## src/rtl/alu_seq.sv

```systemverilog
// alu_seq: handshaked ALU with registered result and flags.
// Single-cycle ops finish in one clock; MUL is an iterative shift-add
// over WIDTH cycles, during which busy is high.
//
// Handshake: a request transfers on a rising edge where in_valid && in_ready;
// a result transfers on a rising edge where out_valid && out_ready. out_valid
// never drops and result/flags never change until that transfer happens.
module alu_seq #(
    parameter int WIDTH = 16
) (
    input  logic             clk,
    input  logic             rst,
    input  logic             in_valid,
    output logic             in_ready,
    input  logic [3:0]       op,
    input  logic [WIDTH-1:0] a,
    input  logic [WIDTH-1:0] b,
    output logic             out_valid,
    input  logic             out_ready,
    output logic [WIDTH-1:0] result,
    output logic             zero,
    output logic             neg,
    output logic             carry,
    output logic             ovf,
    output logic             busy,
    output logic [1:0]       dbg_state
);

    localparam int SHW = $clog2(WIDTH);

    localparam logic [3:0] OP_ADD = 4'b0000;
    localparam logic [3:0] OP_CLR = 4'b0100;
    localparam logic [3:0] OP_SUB = 4'b0111;
    localparam logic [3:0] OP_AND = 4'b1000;
    localparam logic [3:0] OP_OR  = 4'b1001;
    localparam logic [3:0] OP_NOT = 4'b1010;
    localparam logic [3:0] OP_MUL = 4'b1101;
    localparam logic [3:0] OP_SHL = 4'b1110;
    localparam logic [3:0] OP_SHR = 4'b1111;

    typedef enum logic [1:0] {
        S_IDLE = 2'd0,
        S_MUL  = 2'd1,
        S_DONE = 2'd2
    } state_t;

    state_t state;
    state_t state_next;

    logic accept;
    logic is_mul;

    // multiplier datapath
    logic [2*WIDTH-1:0] mcand;
    logic [WIDTH-1:0]   mplier;
    logic [2*WIDTH-1:0] acc;
    logic [2*WIDTH-1:0] acc_next;
    logic [SHW-1:0]     cnt;

    // single-cycle ALU intermediates
    logic [WIDTH:0]     add_ext;
    logic [WIDTH-1:0]   sub_res;
    logic [SHW-1:0]     shamt;
    logic [WIDTH:0]     shl_ext;
    logic [WIDTH:0]     shr_ext;
    logic [WIDTH-1:0]   alu_res;
    logic               alu_carry;
    logic               alu_ovf;

    assign accept    = in_valid && in_ready;
    assign is_mul    = (op == OP_MUL);
    assign dbg_state = state;

    // Shifts are done one bit wider so the last bit shifted out lands in the
    // extra position; with a zero amount that position is 0 by construction.
    assign add_ext = {1'b0, a} + {1'b0, b};
    assign sub_res = a - b;
    assign shamt   = b[SHW-1:0];
    assign shl_ext = {1'b0, a} << shamt;
    assign shr_ext = {a, 1'b0} >> shamt;

    assign acc_next = mplier[0] ? (acc + mcand) : acc;

    // State register
    always_ff @(posedge clk) begin
        if (rst) begin
            state <= S_IDLE;
        end else begin
            state <= state_next;
        end
    end

    // Next-state logic
    always_comb begin
        state_next = state;
        case (state)
            S_IDLE: begin
                if (accept) begin
                    state_next = is_mul ? S_MUL : S_DONE;
                end
            end
            S_MUL: begin
                if (cnt == '0) begin
                    state_next = S_DONE;
                end
            end
            S_DONE: begin
                if (out_ready) begin
                    if (accept) begin
                        state_next = is_mul ? S_MUL : S_DONE;
                    end else begin
                        state_next = S_IDLE;
                    end
                end
            end
            default: state_next = S_IDLE;
        endcase
    end

    // Handshake and status outputs decoded from state
    always_comb begin
        in_ready  = !rst && ((state == S_IDLE) || ((state == S_DONE) && out_ready));
        out_valid = (state == S_DONE);
        busy      = (state == S_MUL);
    end

    // Single-cycle ALU result and flag candidates
    always_comb begin
        alu_res   = a;
        alu_carry = 1'b0;
        alu_ovf   = 1'b0;
        case (op)
            OP_ADD: begin
                alu_res   = add_ext[WIDTH-1:0];
                alu_carry = add_ext[WIDTH];
                alu_ovf   = (a[WIDTH-1] == b[WIDTH-1]) && (add_ext[WIDTH-1] != a[WIDTH-1]);
            end
            OP_SUB: begin
                alu_res   = sub_res;
                alu_carry = (a < b);
                alu_ovf   = (a[WIDTH-1] != b[WIDTH-1]) && (sub_res[WIDTH-1] != a[WIDTH-1]);
            end
            OP_AND: alu_res = a & b;
            OP_OR:  alu_res = a | b;
            OP_NOT: alu_res = ~a;
            OP_CLR: alu_res = '0;
            OP_SHL: begin
                alu_res   = shl_ext[WIDTH-1:0];
                alu_carry = shl_ext[WIDTH];
            end
            OP_SHR: begin
                alu_res   = shr_ext[WIDTH:1];
                alu_carry = shr_ext[0];
            end
            default: alu_res = a;
        endcase
    end

    // Datapath registers: capture on accept, iterate in MUL, publish results
    always_ff @(posedge clk) begin
        if (rst) begin
            result <= '0;
            zero   <= 1'b0;
            neg    <= 1'b0;
            carry  <= 1'b0;
            ovf    <= 1'b0;
            mcand  <= '0;
            mplier <= '0;
            acc    <= '0;
            cnt    <= '0;
        end else if (accept) begin
            if (is_mul) begin
                mcand  <= {{WIDTH{1'b0}}, a};
                mplier <= b;
                acc    <= '0;
                cnt    <= SHW'(WIDTH - 1);
            end else begin
                result <= alu_res;
                zero   <= (alu_res == '0);
                neg    <= alu_res[WIDTH-1];
                carry  <= alu_carry;
                ovf    <= alu_ovf;
            end
        end else if (state == S_MUL) begin
            acc    <= acc_next;
            mcand  <= mcand << 1;
            mplier <= mplier >> 1;
            cnt    <= cnt - SHW'(1);
            if (cnt == '0) begin
                result <= acc_next[WIDTH-1:0];
                zero   <= (acc_next[WIDTH-1:0] == '0);
                neg    <= acc_next[WIDTH-1];
                carry  <= (acc_next[2*WIDTH-1:WIDTH] != '0);
                ovf    <= 1'b0;
            end
        end
    end

endmodule

```

## config.mk

```make
export PLATFORM = sky130hd
export DESIGN_NAME = alu_seq
export DESIGN_NICKNAME = d
export VERILOG_FILES = /design/src/rtl/alu_seq.sv
export SDC_FILE = /design/constraint.sdc
export NUM_CORES = 1
export LEC_CHECK = 0
export BUFFER_PORTS_ARGS = -buffer_cell sky130_fd_sc_hd__buf_2
export CORE_ASPECT_RATIO = 1.5
export CORE_MARGIN = 3
export CORE_UTILIZATION = 55
export DETAILED_ROUTE_END_ITERATION = 7
export PLACE_DENSITY = 0.73
export SLEW_MARGIN = 20
export SYNTH_ARGS = -nofsm -noshare
export SYNTH_HDL_FRONTEND = slang
export SYNTH_SLANG_ARGS = --single-unit
```

## constraint.sdc

```tcl
create_clock -name clk -period 4.79 [get_ports clk]
set_input_delay 0.2395 -clock clk [delete_from_list [all_inputs] [get_ports clk]]
set_output_delay 0.2395 -clock clk [all_outputs]
set_load 0.03 [all_outputs]
```

---- Word level (Yosys, flattened, before mapping) ----
Cells that the tools add are included.
word-level totals
  flip-flop bits (word level) ............. 106
  input bits .............................. 40
  output and inout bits ................... 25
  logic and storage cells ................. 99
cells by class
  add/subtract/negate cells ............... 4
  order comparisons ....................... 1
  equal/unequal tests ..................... 19
  shift operators ......................... 2
  mux-type cells .......................... 42
  bitwise gates (word level) .............. 3
  reductions and logical operators ........ 18
operator list
  kind                                                    count
  2-to-1 mux 32 bit                                       7
  one-hot mux 16 bit (8 select lines)                     1
  2-to-1 mux 16 bit                                       7
  adder 32 bit                                            1
  logical NOT 16 bit                                      2
  equality test 4 bit (second input constant)             6
  adder 16 x 16 -> 17 bit                                 1
  left shift 16 x 4 -> 17 bit                             1
  right shift 17 x 4 -> 17 bit                            1
  bitwise AND 16 bit                                      1
  less-than comparator 16 bit                             1
  2-to-1 mux 1 bit                                        16
  inverter 16 bit                                         1
  bitwise OR 16 bit                                       1
  nonzero test 16 bit                                     1
  subtractor 16 bit                                       1
  2-to-1 mux 4 bit                                        3
  2-to-1 mux 2 bit                                        5
  equality test 4 x 3 -> 1 bit (second input constant)    2
  logical NOT 4 bit                                       2
  inequality test 2 x 1 -> 1 bit (second input constant)  3
  one-hot mux 2 bit (3 select lines)                      1
  AND reduction 3 bit                                     2
  logical AND 1 bit                                       5
  other kinds (13)                                        17

---- Longest topological paths before layout ----
  depth after elaboration ................. 8
  gate-level depth with buffers ........... 15
  depth with buffers taken out ............ 14

---- Worst setup path after synthesis ----
OpenSTA, ideal clock, no wires.
  path kind ............................... reg-to-reg
  start point ............................. register mcand[0]
  end point ............................... register carry
  arrival ................................. 3.134 ns
  slack ................................... 1.533 ns
  stages on the path, launching flop included .. 13
  path buffers ............................ 0
  period minus slack after synthesis ...... 3.257 ns
  cell sequence ........................... dfxtp_1 ha_1 fa_1 a21o_4 a221o_1 a221oi_4 o21ai_4 o31ai_4 mux2_2 a211oi_1 nand4_1 nor4_1 a21oi_1
between the ends
  word-level cells in the longest chain between the ends .. 6
RTL lines
  element                   line  source
  start: declaration        54    logic [2*WIDTH-1:0] mcand;
  start signal: assignment  173   mcand <= {{WIDTH{1'b0}}, a};
  start signal: assignment  186   mcand <= mcand << 1;
  adder 32 bit              82    assign acc_next = mplier[0] ? (acc + mcand) : acc;
  2-to-1 mux 32 bit         82
  nonzero test 16 bit       193   carry <= (acc_next[2*WIDTH-1:WIDTH] != '0);
  2-to-1 mux 1 bit          189   if (cnt == '0) begin
  2-to-1 mux 1 bit          184   end else if (state == S_MUL) begin
  2-to-1 mux 1 bit          171   end else if (accept) begin
  end signal: assignment    181   carry <= alu_carry;
  end signal: assignment    193
  end: declaration          23    output logic carry,
Every way passes these cells. The select of a mux whose other input is x is not followed.
A chain may end at the register's enable or synchronous reset.

---- Final worst setup path ----
Same ends and word-level chain as after synthesis.

==> results.json <==
{
  "whs_ns": 0.151,
  "startpoint": "mcand[0]$_SDFFE_PP0P_",
  "fin_skew_ns": 0.0113,
  "cp_max_fo": 5,
  "firstDrtPassIters": 6,
  "antenna_found_initial": 0,
  "drc": 0,
  "maxCapViolations": 0,
  "crit_buf_inv": 0,
  "switching_power_uw": 819,
  "grt_pass1_wl_um": 61200,
  "internal-power_uw": 1510,
  "layout-drive-gt1-share_pct": 10.2,
  "maxSlewViolCount": 0,
  "slowest_stage": "a221oi_4",
  "cp_top_family": "compound AO/OA/AOI/OAI gates",
  "syn-num-nets": 1612,
  "floorplan.initialDensity_pct": 56.1,
  "clk_pin_slew_ns": 0.08,
  "cts_max_path_buffers": 2,
  "placed_cells": 1700,
  "crit_arrival_ns": 3.83,
  "synth-compound-area-share_pct": 29.3,
  "postRouteAntennaNets": 0,
  "hpwlAfterDp_um": 30100,
  "insertion_delay_ns": 0.37,
  "fin_cells": 1715,
  "critPathMaxStageDelay_ns": 0.44,
  "ys_seq_area_share_pct": 19.5,
  "power.share.clock_pct": 31.9,
  "core_area_um2": 19200,
  "crit-reg2reg-launch": "mcand[0]$_SDFFE_PP0P_",
  "synth_top_cell_by_area": "dfxtp_1",
  "synth_warnings": 0,
  "gp_congestion": 1.03,
  "power.density_nw_per_um2": 204,
  "hold_violations": 0,
  "power.leakage_uw": 0.00458,
  "synth_area_leaders": "dfxtp_1, ha_1, nand2_1, nor2_1, a21oi_1",
  "fin_setup_tns_ns": 0,
  "whs_path_depth": 3,
  "cts_setup_buffers": 0,
  "holdCritStartpoint": "out_ready",
  "die_y_um": 178,
  "setup_violations": 0,
  "seqPwrFrac_pct": 38.7,
  "post-route-util_pct": 59.3,
  "synth_top_area_share_pct": 19.5,
  "holdPathEnd": "dbg_state[1]$_SDFFE_PP0P_",
  "crit_path_start_kind": "register",
  "ir_worst_vdd_v": 0.000177,
  "wire_per_inst_um": 23.3,
  "route.vias.total": 11600,
  "viasPerCell": 6.79,
  "nFillCells": 1945,
  "die-width_um": 120,
  "drt_iter0_markers": 1291,
  "maxSlewHeadroom_pct": 24.6,
  "reg2reg_slack_ns": 1.21,
  "htreeDepth": 3,
  "grt_overflow": 0,
  "pre_cts_slack_ns": 1.24,
  "synth_cells": 1485,
  "swShare_pct": 35.1,
  "layout_commonest_cell": "nand2_1",
  "r2r_end": "carry$_SDFFE_PP0P_",
  "cts.sinks": 105,
  "synth_top_family_by_area": "compound AO/OA/AOI/OAI gates",
  "yosys.area_share.simple_pct": 23.6,
  "drt-total-wl_um": 40000,
  "ys_types": 90,
  "power_frac_comb_pct": 29.4,
  "ys_seq_elements": 105,
  "period_minus_slack_ns": 3.58,
  "root_buffer": "clkbuf_16",
  "grt_pass1_vias": 10800,
  "dieArea_um2": 21400,
  "area_growth_pct": 5.74,
  "synth_ff_type": "dfxtp_1",
  "yosys.area_share.adder_pct": 10.3,
  "portBuffers": 64,
  "io_pins": 65,
  "status": "completed",
  "fin_nets": 1582,
  "async_flop_share_pct": 0,
  "max_freq_mhz": 280,
  "hold_class": "in -> reg",
  "syn_area_um2": 10800,
  "grt_max_degree": 83,
  "num_rows": 62,
  "grtUsageTotal_pct": 36.8,
  "tightest_slew_ns": 1.12,
  "muxShareOfSynthArea_pct": 7.78,
  "synth_xor_area_share_pct": 2.84,
  "fin_ws_ns": 1.21,
  "ctsHoldBuffers": 0,
  "synth_edf_count": 0,
  "critPathCaptureType": "register",
  "numCtsBuffers": 9,
  "cp.required_ns": 5.05,
  "final_cell_mix": "nand2_1, nor2_1, a21oi_1",
  "rsz0062_at_grt": "false",
  "diodes": 0,
  "ff2ff_path_depth": 12,
  "ctsResizeCount": 0,
  "period_share_pct": 74.6,
  "crit_type": "reg -> reg",
  "syn_avg_cell_area_um2": 7.26,
  "crit_chain": "ha_1 -> fa_1 -> a21o_4 -> a221o_1 -> a221oi_4 -> o21ai_4 -> o31ai_4 -> xnor2_1 -> nor4_2 -> a31oi_1 -> nor4_1 -> a21oi_1",
  "cts_tree": "yes"
}
[final cells by class]
class                   count  area (um^2)  share of cell area [%]
clock buffers              12          267                    2.34
inverters                  61          229                    2.01
well taps                 256          320                    2.81
multi-input cells        1195         8000                    70.1
flip-flops and latches    105         2100                    18.4
repair buffers             83          465                    4.08
clock inverters             3         25.0                   0.219
[Yosys cell counts, types with 6 or more instances]
library cell    n
a211o_1         6
a211oi_1       28
a21o_1         27
a21oi_1       124
a221oi_1       22
a22oi_1        10
a311oi_1       34
a31oi_1        27
a32oi_1         9
and3_1         11
buf_1          16
buf_2           8
clkbuf_1       96
dfxtp_1       105
ha_1           84
inv_1          60
mux2_2         14
mux2i_1        40
mux4_2         12
nand2_1       174
nand2b_1       15
nand3_1        56
nand4_1        13
nor2_1        170
nor2b_1        16
nor3_1         31
nor3b_1         7
nor4_1         14
o2111ai_1       7
o211ai_1        7
o21a_1         11
o21ai_0        55
o21bai_1       12
o22ai_1        17
o31ai_1         6
or3_1           9
xnor2_1        19
xor2_1         16
[worst max-delay path by stage]
| stage | endpoint | slack (ns) | cells after the start |
|---|---|---|---|
| 3_3_place_gp | zero$_SDFFE_PP0P_ | 1.23 | 10 |
| 2_1_floorplan | carry$_SDFFE_PP0P_ | 1.53 | 12 |
| 6_report | carry$_SDFFE_PP0P_ | 1.21 | 12 |
| 4_1_cts | carry$_SDFFE_PP0P_ | 1.23 | 12 |
| 5_1_grt | carry$_SDFFE_PP0P_ | 1.02 | 12 |
| 3_5_place_dp | carry$_SDFFE_PP0P_ | 1.24 | 12 |
[registers in the layout, indices dropped and copies added (netlist names)]
register,flops
dbg_state,2
cnt,4
result,16
mcand,32
zero,1
ovf,1
carry,1
acc,32
mplier,16
[logic make-up (layout without fill, tap and decap cells)]
kind of cell	count (synthesis)	after routing
AND/OR/NAND/NOR	549	549
buffers and inverters	185	159
flip-flops	105	105
AO/OA/AOI/OAI	457	457
XOR/XNOR	35	35
adder cells (fa/ha/maj)	87	87
multiplexers	67	67
[worst min-delay path, cell delays in order]
cell      delay (ns)
buf_2           0.08
nand2b_1        0.09
a21oi_1         0.06
[power by group through the flow]
| stage | Combinational (uW) | Clock [uW] | Sequential, uW |
|---|---|---|---|
| after CTS | 667 | 758 | 901 |
| after floorplan | 440 | 0 | 936 |
| final | 686 | 744 | 901 |
| after global placement | 664 | 0 | 921 |
| after global routing | 735 | 788 | 903 |
| after detailed placement | 664 | 0 | 921 |
[through the flow]
stage               total power (uW)  instance area, um^2
floorplan                       1380                10800
global placement                1580                11100
detailed placement              1590                11100
CTS                             2330                11400
global route                    2430                11400
finish                          2330                11400
[layer usage]
metal | track usage [%] | routed length [um]
met1 | 40.5 | 14400
met2 | 64.8 | 19900
met3 | 4.69 | 2290
met4 | 26.3 | 3320
met5 | 0 | 0
Power figures use the tool's default switching activity.
